$ cat config.mk
export PLATFORM = sky130hd
export DESIGN_NAME = register_apply_ctrl_flat
export DESIGN_NICKNAME = d
export VERILOG_FILES = /design/src/rtl/register_apply_ctrl_if.sv /design/src/rtl/register_apply_ctrl.sv /design/src/flat_wrapper.sv
export SDC_FILE = /design/constraint.sdc
export NUM_CORES = 1
export LEC_CHECK = 0
export CORE_MARGIN = 4
export CORE_UTILIZATION = 45
export CTS_CLUSTER_SIZE = 14
export DETAILED_ROUTE_END_ITERATION = 6
export GPL_TIMING_DRIVEN = 0
export PLACE_DENSITY_LB_ADDON = 0.08
export SLEW_MARGIN = 20
export SYNTH_ARGS = -nofsm -noshare
export SYNTH_HDL_FRONTEND = slang
export SYNTH_SLANG_ARGS = --single-unit
$ cat constraint.sdc
create_clock -name clk -period 2.6 [get_ports clk]
set_input_delay 0.39 -clock clk [delete_from_list [all_inputs] [get_ports clk]]
set_output_delay 0.39 -clock clk [all_outputs]
set_load 0.005 [all_outputs]
$ cat src/rtl/register_apply_ctrl_if.sv
// Handshake/bus bundle between the config source, register_apply_ctrl and the video logic.
// The master side drives the gated config word and strobes; the slave side returns the applied word and status.
interface register_apply_ctrl_if #(
  parameter int reg_width = 16
);
  logic                 clk_en;
  logic [reg_width-1:0] reg_i;
  logic                 apply_strb;
  logic                 force_apply;
  logic [reg_width-1:0] reg_o;
  logic                 update_o;
  logic                 busy_o;
  logic                 timeout_o;

  modport master (
    output clk_en, reg_i, apply_strb, force_apply,
    input  reg_o, update_o, busy_o, timeout_o
  );

  modport slave (
    input  clk_en, reg_i, apply_strb, force_apply,
    output reg_o, update_o, busy_o, timeout_o
  );
endinterface

$ cat src/rtl/register_apply_ctrl.sv
// Commits a resynchronised config word to the video logic once it has been stable for a while,
// at the next frame-boundary strobe, on force_apply, or after a strobe timeout.
module register_apply_ctrl #(
  parameter int                   reg_width      = 16,
  parameter logic [reg_width-1:0] reg_preset     = '0,
  parameter int                   stable_cycles  = 4,
  parameter int                   timeout_cycles = 2048
) (
  input logic                  clk,
  input logic                  nrst,
  register_apply_ctrl_if.slave bus
);
  localparam int stab_w = $clog2(stable_cycles + 1);
  localparam int to_w   = $clog2(timeout_cycles + 1);
  localparam logic [stab_w-1:0] stab_last = stab_w'(stable_cycles - 1);
  localparam logic [to_w-1:0]   to_last   = to_w'(timeout_cycles - 1);

  typedef enum logic [1:0] {IDLE, SETTLE, ARMED, APPLY} state_t;

  state_t               state_reg;
  logic [reg_width-1:0] pend_reg;
  logic [reg_width-1:0] applied_reg;
  logic [stab_w-1:0]    stab_cnt_reg;
  logic [to_w-1:0]      to_cnt_reg;
  logic                 update_reg;
  logic                 busy_reg;
  logic                 timeout_reg;

  logic pend_changed;
  assign pend_changed = (bus.reg_i != pend_reg);

  // reg_o is loaded on the edge that enters APPLY, so update_o and the new word appear together.
  always_ff @(posedge clk or negedge nrst) begin
    if (!nrst) begin
      state_reg    <= IDLE;
      pend_reg     <= reg_preset;
      applied_reg  <= reg_preset;
      stab_cnt_reg <= '0;
      to_cnt_reg   <= '0;
      update_reg   <= 1'b0;
      busy_reg     <= 1'b0;
      timeout_reg  <= 1'b0;
    end else if (!bus.clk_en) begin
      update_reg <= 1'b0;
    end else begin
      update_reg <= 1'b0;
      case (state_reg)
        IDLE: begin
          if (bus.reg_i != applied_reg) begin
            pend_reg     <= bus.reg_i;
            stab_cnt_reg <= '0;
            state_reg    <= SETTLE;
            busy_reg     <= 1'b1;
          end
        end
        SETTLE: begin
          if (pend_changed) begin
            pend_reg     <= bus.reg_i;
            stab_cnt_reg <= '0;
          end else if (stab_cnt_reg == stab_last) begin
            // A change that reverted to the applied value needs no commit.
            if (pend_reg == applied_reg) begin
              state_reg <= IDLE;
              busy_reg  <= 1'b0;
            end else begin
              to_cnt_reg <= '0;
              state_reg  <= ARMED;
            end
          end else begin
            stab_cnt_reg <= stab_cnt_reg + 1'b1;
          end
        end
        ARMED: begin
          if (pend_changed) begin
            pend_reg     <= bus.reg_i;
            stab_cnt_reg <= '0;
            state_reg    <= SETTLE;
          end else if (bus.apply_strb || bus.force_apply) begin
            applied_reg <= pend_reg;
            update_reg  <= 1'b1;
            state_reg   <= APPLY;
          end else if (to_cnt_reg == to_last) begin
            applied_reg <= pend_reg;
            update_reg  <= 1'b1;
            timeout_reg <= 1'b1;
            state_reg   <= APPLY;
          end else begin
            to_cnt_reg <= to_cnt_reg + 1'b1;
          end
        end
        APPLY: begin
          state_reg <= IDLE;
          busy_reg  <= 1'b0;
        end
        default: begin
          state_reg <= IDLE;
          busy_reg  <= 1'b0;
        end
      endcase
    end
  end

  assign bus.reg_o     = applied_reg;
  assign bus.update_o  = update_reg;
  assign bus.busy_o    = busy_reg;
  assign bus.timeout_o = timeout_reg;
endmodule

$ cat src/flat_wrapper.sv
// flat-port wrapper written by rule: the top's interface ports become plain ports
module register_apply_ctrl_flat 
#(
  parameter int                   reg_width      = 16,
  parameter logic [reg_width-1:0] reg_preset     = '0,
  parameter int                   stable_cycles  = 4,
  parameter int                   timeout_cycles = 2048
)
  (clk, nrst, bus_clk_en, bus_reg_i, bus_apply_strb, bus_force_apply, bus_reg_o, bus_update_o, bus_busy_o, bus_timeout_o);
  register_apply_ctrl_if #(.reg_width(reg_width)) bus_i ();
  input logic clk;
  input logic nrst;
  input wire logic [$bits(bus_i.clk_en)-1:0] bus_clk_en;
  input wire logic [$bits(bus_i.reg_i)-1:0] bus_reg_i;
  input wire logic [$bits(bus_i.apply_strb)-1:0] bus_apply_strb;
  input wire logic [$bits(bus_i.force_apply)-1:0] bus_force_apply;
  output wire logic [$bits(bus_i.reg_o)-1:0] bus_reg_o;
  output wire logic [$bits(bus_i.update_o)-1:0] bus_update_o;
  output wire logic [$bits(bus_i.busy_o)-1:0] bus_busy_o;
  output wire logic [$bits(bus_i.timeout_o)-1:0] bus_timeout_o;
  assign bus_i.clk_en = bus_clk_en;
  assign bus_i.reg_i = bus_reg_i;
  assign bus_i.apply_strb = bus_apply_strb;
  assign bus_i.force_apply = bus_force_apply;
  assign bus_reg_o = bus_i.reg_o;
  assign bus_update_o = bus_i.update_o;
  assign bus_busy_o = bus_i.busy_o;
  assign bus_timeout_o = bus_i.timeout_o;
  register_apply_ctrl #(.reg_width(reg_width), .reg_preset(reg_preset), .stable_cycles(stable_cycles), .timeout_cycles(timeout_cycles)) u_core (.clk(clk), .nrst(nrst), .bus(bus_i));
endmodule
==> Yosys cells after proc, flatten, opt, wreduce, memory -nomap -nowiden <==
Index checks and enable logic that the tools add are counted.
{ "classes": {"addsub": 2, "eq_ne": 20, "n_mux": 35, "bitwise": 2, "reduce_logical": 15} }
{ "ops": {"columns": ["operator", "count"], "rows": [
  ["2-to-1 mux 12 bit", 6],
  ["2-to-1 mux 16 bit", 4],
  ["inequality test 16 bit", 2],
  ["one-hot mux 16 bit (2 select lines)", 1],
  ["one-hot mux 12 bit (2 select lines)", 1],
  ["== test 16 bit", 1],
  ["AND reduction 5 bit", 3],
  ["2-to-1 mux 2 bit", 7],
  ["adder 12 x 1 -> 12 bit (second input constant)", 1],
  ["== test 12 x 11 -> 1 bit (second input constant)", 1],
  ["2-to-1 mux 3 bit", 4],
  ["inequality test 2 x 1 -> 1 bit (second input constant)", 5],
  ["inequality test 2 bit (second input constant)", 5],
  ["2-to-1 mux 1 bit", 9],
  ["one-hot mux 3 bit (3 select lines)", 1],
  ["one-hot mux 2 bit (4 select lines)", 1],
  ["AND reduction 4 bit", 2],
  ["AND reduction 8 bit", 1],
  ["AND reduction 6 bit", 1],
  ["nonzero test 2 bit", 3],
  ["nonzero test 3 bit", 2],
  ["== test 2 bit (second input constant)", 2],
  ["inequality test 4 x 1 -> 1 bit (second input constant)", 1],
  ["adder 3 x 1 -> 3 bit (second input constant)", 1],
  ["8 further kinds", 9]
]} }
{ "totals": {"register_bits": 52, "out_inout_bits": 19, "wordCells": 82} }

==> Depth between registers and ports, before layout <==
{ "logic_depth": {"depth_word": 6, "mapped_depth": 9, "depth_no_buf": 7} }

==> Least setup slack after synthesis <==
No wires, ideal clock.
{ "synth_timing": {"path_type": "register to register", "startpoint": "register u_core.pend_reg[13]", "endpoint": "register u_core.to_cnt_reg[2]", "setup_time_ps": 124, "arrival_time_ps": 2130, "required_time_ps": 2476, "slack_ps": 346, "path_stages_with_launch": 9, "path_buffers": 2, "cell_sequence": "dfrtp_1 > xnor2_1 > nand4_1 > nor4_2 > buf_4 > a21boi_4 > or3b_4 > buf_6 > a211o_1"} }
{ "synth_between": {"elab_chain_cells": 3, "elab_cells_between_ends": 6, "classes_between": "eq/ne: 5; reduce/logical: 1"} }
{ "synth_rtl": {"columns": ["element", "line_no", "rtl"], "rows": [
  ["start: declaration", "register_apply_ctrl.sv:21", "logic [reg_width-1:0] pend_reg;"],
  ["start signal: assignment", "register_apply_ctrl.sv:36", "pend_reg <= reg_preset;"],
  ["start signal: assignment", "register_apply_ctrl.sv:50", "pend_reg <= bus.reg_i;"],
  ["start signal: assignment", "register_apply_ctrl.sv:58", "pend_reg <= bus.reg_i;"],
  ["inequality test 16 bit or == test 16 bit (tied branches)", "register_apply_ctrl.sv:30, register_apply_ctrl.sv:62", null],
  ["inequality test 2 bit (no line)", null, null],
  ["AND reduction 8 bit (no line) *", null, null],
  ["end signal: assignment", "register_apply_ctrl.sv:88", "to_cnt_reg <= to_cnt_reg + 1'b1;"],
  ["end: declaration", "register_apply_ctrl.sv:24", "logic [to_w-1:0] to_cnt_reg;"]
]} }
Every way passes the cells marked *; elsewhere a longest branch is shown, timed or not.
A chain may end at the register's enable or synchronous reset.

==> Worst setup path in the final report <==
{ "layout_timing": {"startpoint": "input bus_reg_i[9]", "endpoint": "register u_core.to_cnt_reg[2]"} }
{ "layout_between": {"elab_chain_cells": 3, "elab_cells_between_ends": 4, "classes_between": "eq/ne: 3; reduce/logical: 1"} }
{ "layout_rtl": {"columns": ["element", "line_no", "rtl"], "rows": [
  ["start: declaration", "flat_wrapper.sv:14", "input wire logic [$bits(bus_i.reg_i)-1:0] bus_reg_i;"],
  ["inequality test 16 bit *", "register_apply_ctrl.sv:30", "assign pend_changed = (bus.reg_i != pend_reg);"],
  ["inequality test 2 bit (no line)", null, null],
  ["AND reduction 8 bit (no line) *", null, null]
]} }
Marks and branches as above.

==> results by stage <==
Outcome:
- The flow ran to the end, and the final reports show no timing, DRC or antenna violations.

Pwr:
- The clock share of power is 19.5%.
- The maximum ir drop on the vdd rail is 362 uV.
- The net switching share of the total power is between 30% and 40%.
- The leakage dissipation is 1.78 nW.
- The combinational cell fraction of total power is 37.9%.
- The relative contribution of sequential cells to total power is around 43%.
- The internal power is 0.00183 W.
- In this run the power density over the cells is 769 nW/um2.
- The net switching component of the power is just over 0.001 W.

Global route:
- The first global-routing pass estimated 11300 um of wire.
- The via count of the first global-routing pass is 2231.
- The initial antenna violation count was 0.
- The overall routing resource usage is 17.1%.
- The remaining global-route overflow is 0.
- The largest net degree at the start of global routing is 53.

Logic synthesis:
- The count of distinct cell types in the synthesized netlist is 47.
- Summing the areas of all compound-gate instances in the mapped netlist gives 10.0% of the synthesized area.
- Summed over all instances, the cell type with the most area after synthesis is sky130_fd_sc_hd__dfrtp_1.
- The fraction of synthesis flops using an asynchronous set or reset pin is 100%.
- The number of warnings issued by yosys is 0.
- The number of nets in the synthesized netlist is 292.
- The mapped cell area is 3020 um2.
- sky130_fd_sc_hd__dfrtp_1 is the most common cell in the netlist.
- The post-synthesis register bit count is 52.
- Ranked by total cell area, the synthesized netlist is headed by sky130_fd_sc_hd__dfrtp_1 43%, sky130_fd_sc_hd__mux2_2 9.7%, sky130_fd_sc_hd__xor2_1 9.0%.
- The gate count of the mapped netlist is 264.
- The part of the Yosys area used for sequential elements is 43.2%.
- The synthesized netlist devotes a little over an eighth of its cell area to simple gates.
- The dominant combinational cell family by area after synthesis is XOR/XNOR gates.
- The xor/xnor cell area share of the yosys netlist is 13.9%.
- The mux cell area share after synthesis is 13.7%.
- The number of enable flip-flop cells after synthesis is 0.
- The prevailing post-synth register cell is sky130_fd_sc_hd__dfrtp_1.
- By count the netlist is led by 52 x sky130_fd_sc_hd__dfrtp_1, 31 x sky130_fd_sc_hd__xor2_1, 26 x sky130_fd_sc_hd__mux2_2, 17 x sky130_fd_sc_hd__xnor2_1, 12 x sky130_fd_sc_hd__nand3_1.
- The post-synthesis adder-cell area fraction is under 10%.
- The area share of the largest cell type after synthesis is 43.2%.
- Dividing the synthesized area by the synthesized cell count gives 11.4 um2.

Cells and area:
- The number of standard cells in the final layout excluding fillers is just under 400.
- Cells with a size suffix above 1 make up 17.8% of the layout.
- The antenna diode count is 0.
- In the final design database the tool counted 342 nets.
- The synthesis-to-layout area growth is 23.0%.
- Counting the fill cells in the layout gives 559.

Routing:
- The detailed router finished its first iteration with 80 violations.
- Dividing the detail-routed wire length by the instance count gives 17.0 um.
- The number of antenna-violating nets in the routed design is 0.
- The number of remaining DRC errors is 0.
- In the routed layout, each cell is associated on average with a via count of 5.57.
- The first detailed-routing pass took 4 iterations.
- The via total after detailed routing is 2185.
- The total wire length after detailed routing is 6650 um.

Floorplan:
- The top-level port count is 40.
- The floorplan step set the die width to 89.9 um.
- Row generation in the floorplan step produced 29 rows.
- The die is 89.9 um tall.
- The die covers approximately 8100 um2.
- The initial core utilization is 47.0%.
- The placeable core area is 6420 um2.

Critical path:
- The arrival time of the worst setup path is 2.70 ns.
- STA classifies the critical path startpoint as an input port.
- The path type of the worst setup path is in2reg.
- The maximum fanout along the worst path is 10.
- At the worst endpoint, the required time is about 2.8 ns.
- STA classifies the critical path endpoint as a flip-flop.

Placed design:
- The placer congestion estimate is between 0.7 and 0.8.
- The HPWL after detailed placement is between 4000 and 5000 um.
- The placed instance count is 380.
- Port buffering added 39 buffers.

Clock tree:
- The TritonCTS buffer count is 5.
- In this run the number of H-tree levels came out at 2.
- The insertion delay to the later sink of the worst-skew pair is roughly 0.3 ns.
- The largest buffer count on any clock path is 2.
- The tree is rooted in a sky130_fd_sc_hd__clkbuf_8.
- The clock-pin slew reported for the worst setup and hold paths after clock tree synthesis is 0.10 ns.
- The CTS tree is yes.
- For this design, the CTS-stage hold fixing added 0 buffers.
- The number of clock sinks is 52.

STA:
- Dividing the final minimum period by the clock period gives 96.2%.
- Setup violations remaining at the end of the flow were counted as 0.
- Based on the critical path, the design can be clocked at up to 0.400 GHz.
- The final-report hold violation count is 0.
- The accumulated negative setup slack is 0 ns.
- The shortest period the worst path allows is 2.50 ns.
- The final max-slew violation count was 0.
- The worst relative slew slack is a little over half.
- Setup repair after global routing left no endpoint under its margin.
- At the pin with the least slew margin, the transition time is 0.684 ns.
- The tightest hold path in the finished design has a slack of around 0.093 ns.
- The clock skew is roughly 0.012 ns.

Flow run:
- Max-cap violations in this run came to 0.

Min path:
- The tightest min-delay check is of the in2async type.
## metrics by stage
| step | power, W | setup slack (ns) | util, % | area (um2) |
|---|---|---|---|---|
| after floorplan | 0.00193 | 0.346 | - | 3020 |
| after global placement | 0.00222 | -0.620 | 54.5 | 3500 |
| after detailed placement | 0.00223 | -0.598 | 54.5 | 3500 |
| after CTS | 0.00287 | 0.0204 | 57.2 | 3670 |
| after global routing | 0.00305 | 0.00414 | 57.8 | 3710 |
| final | 0.00285 | 0.0993 | 57.8 | 3710 |
## per-layer routing
layer  up-vias  track usage (%)  wire length (um)
met5         -                0                 0
met4         0             4.08                46
met3         4             2.59               204
met2        48             29.3              3410
met1      1068             22.8              2980
li1       1065                -                 -
## timing repair
action / CTS / global route
endpoints found under the setup margin: 38 / 38
pin swaps: 4 / 4
setup buffers: 4 / 0
hold endpoints to repair: 0 / 0
resized for setup: 5 / 14
## cells in the final DEF, fill, tap and decap left out, types with 6 or more instances in the layout
cell and n:
sky130_fd_sc_hd__a21o_1 8, sky130_fd_sc_hd__buf_4 6, sky130_fd_sc_hd__clkdlybuf4s50_1 28, sky130_fd_sc_hd__dfrtp_1 51, sky130_fd_sc_hd__dlymetal6s2s_1 10, sky130_fd_sc_hd__ha_1 7
sky130_fd_sc_hd__inv_1 7, sky130_fd_sc_hd__mux2_1 9, sky130_fd_sc_hd__mux2_2 26, sky130_fd_sc_hd__nand2_1 11, sky130_fd_sc_hd__nand3_1 12, sky130_fd_sc_hd__nand4_1 6
sky130_fd_sc_hd__nor2_1 6, sky130_fd_sc_hd__nor4_1 8, sky130_fd_sc_hd__xnor2_1 15, sky130_fd_sc_hd__xor2_1 31
## worst max-delay path, stage by stage
cell and delay, ns:
sky130_fd_sc_hd__clkdlybuf4s50_1 0.53, sky130_fd_sc_hd__xnor2_1 0.15, sky130_fd_sc_hd__nand4_1 0.16, sky130_fd_sc_hd__nor4_4 0.30, sky130_fd_sc_hd__buf_4 0.18, sky130_fd_sc_hd__a41oi_4 0.11
sky130_fd_sc_hd__or3b_4 0.42, sky130_fd_sc_hd__buf_6 0.16, sky130_fd_sc_hd__a211o_1 0.29
## area by class of cell
class,instances,area [um2],share of cell area [%]
Clock inverter,2,35.0,0.944
Sequential cell,52,1300,35.1
Timing Repair Buffer,43,443,11.9
Tap cell,77,96.3,2.60
Multi-Input combinational cell,197,1680,45.2
Clock buffer,6,72.6,1.96
Inverter,7,26.3,0.708
Buffer,8,57.6,1.55
## power by group through the flow
stage / registers [W] / logic [W] / clock network [W]
floorplan: 0.00118 / 0.000757 / 0
global placement: 0.00121 / 0.00100 / 0
detailed placement: 0.00122 / 0.00101 / 0
CTS: 0.00121 / 0.00109 / 0.000575
global route: 0.00125 / 0.00119 / 0.000609
finish: 0.00122 / 0.00108 / 0.000556
## path summary, 6_finish.rpt
check                                      from                    to  slack [ns]  cells after the start
setup / recovery                   bus_reg_i[9]  u_core.to_cnt_reg[2]         0.1                      9
hold / removal                             nrst  u_core.to_cnt_reg[8]        0.09                      1
setup reg to reg             u_core.pend_reg[1]  u_core.to_cnt_reg[2]        0.11                      8
hold reg to reg            u_core.bus.timeout_o  u_core.bus.timeout_o        0.49                      1
max in group asynchronous                  nrst    u_core.pend_reg[1]        1.99                      1
min in group clk                   bus_reg_i[2]    u_core.pend_reg[2]        0.43                      2
## logic make-up (layout without fill, tap and decap cells)
kind of cell | count (synthesis) | in the layout
mux | 37 | 37
xor+xnor | 48 | 48
compound gates | 34 | 34
flops | 52 | 52
simple gates | 71 | 71
buf+inv | 15 | 66
fa+ha+maj | 7 | 7
Note: power is estimated with default switching activity, not from simulation.
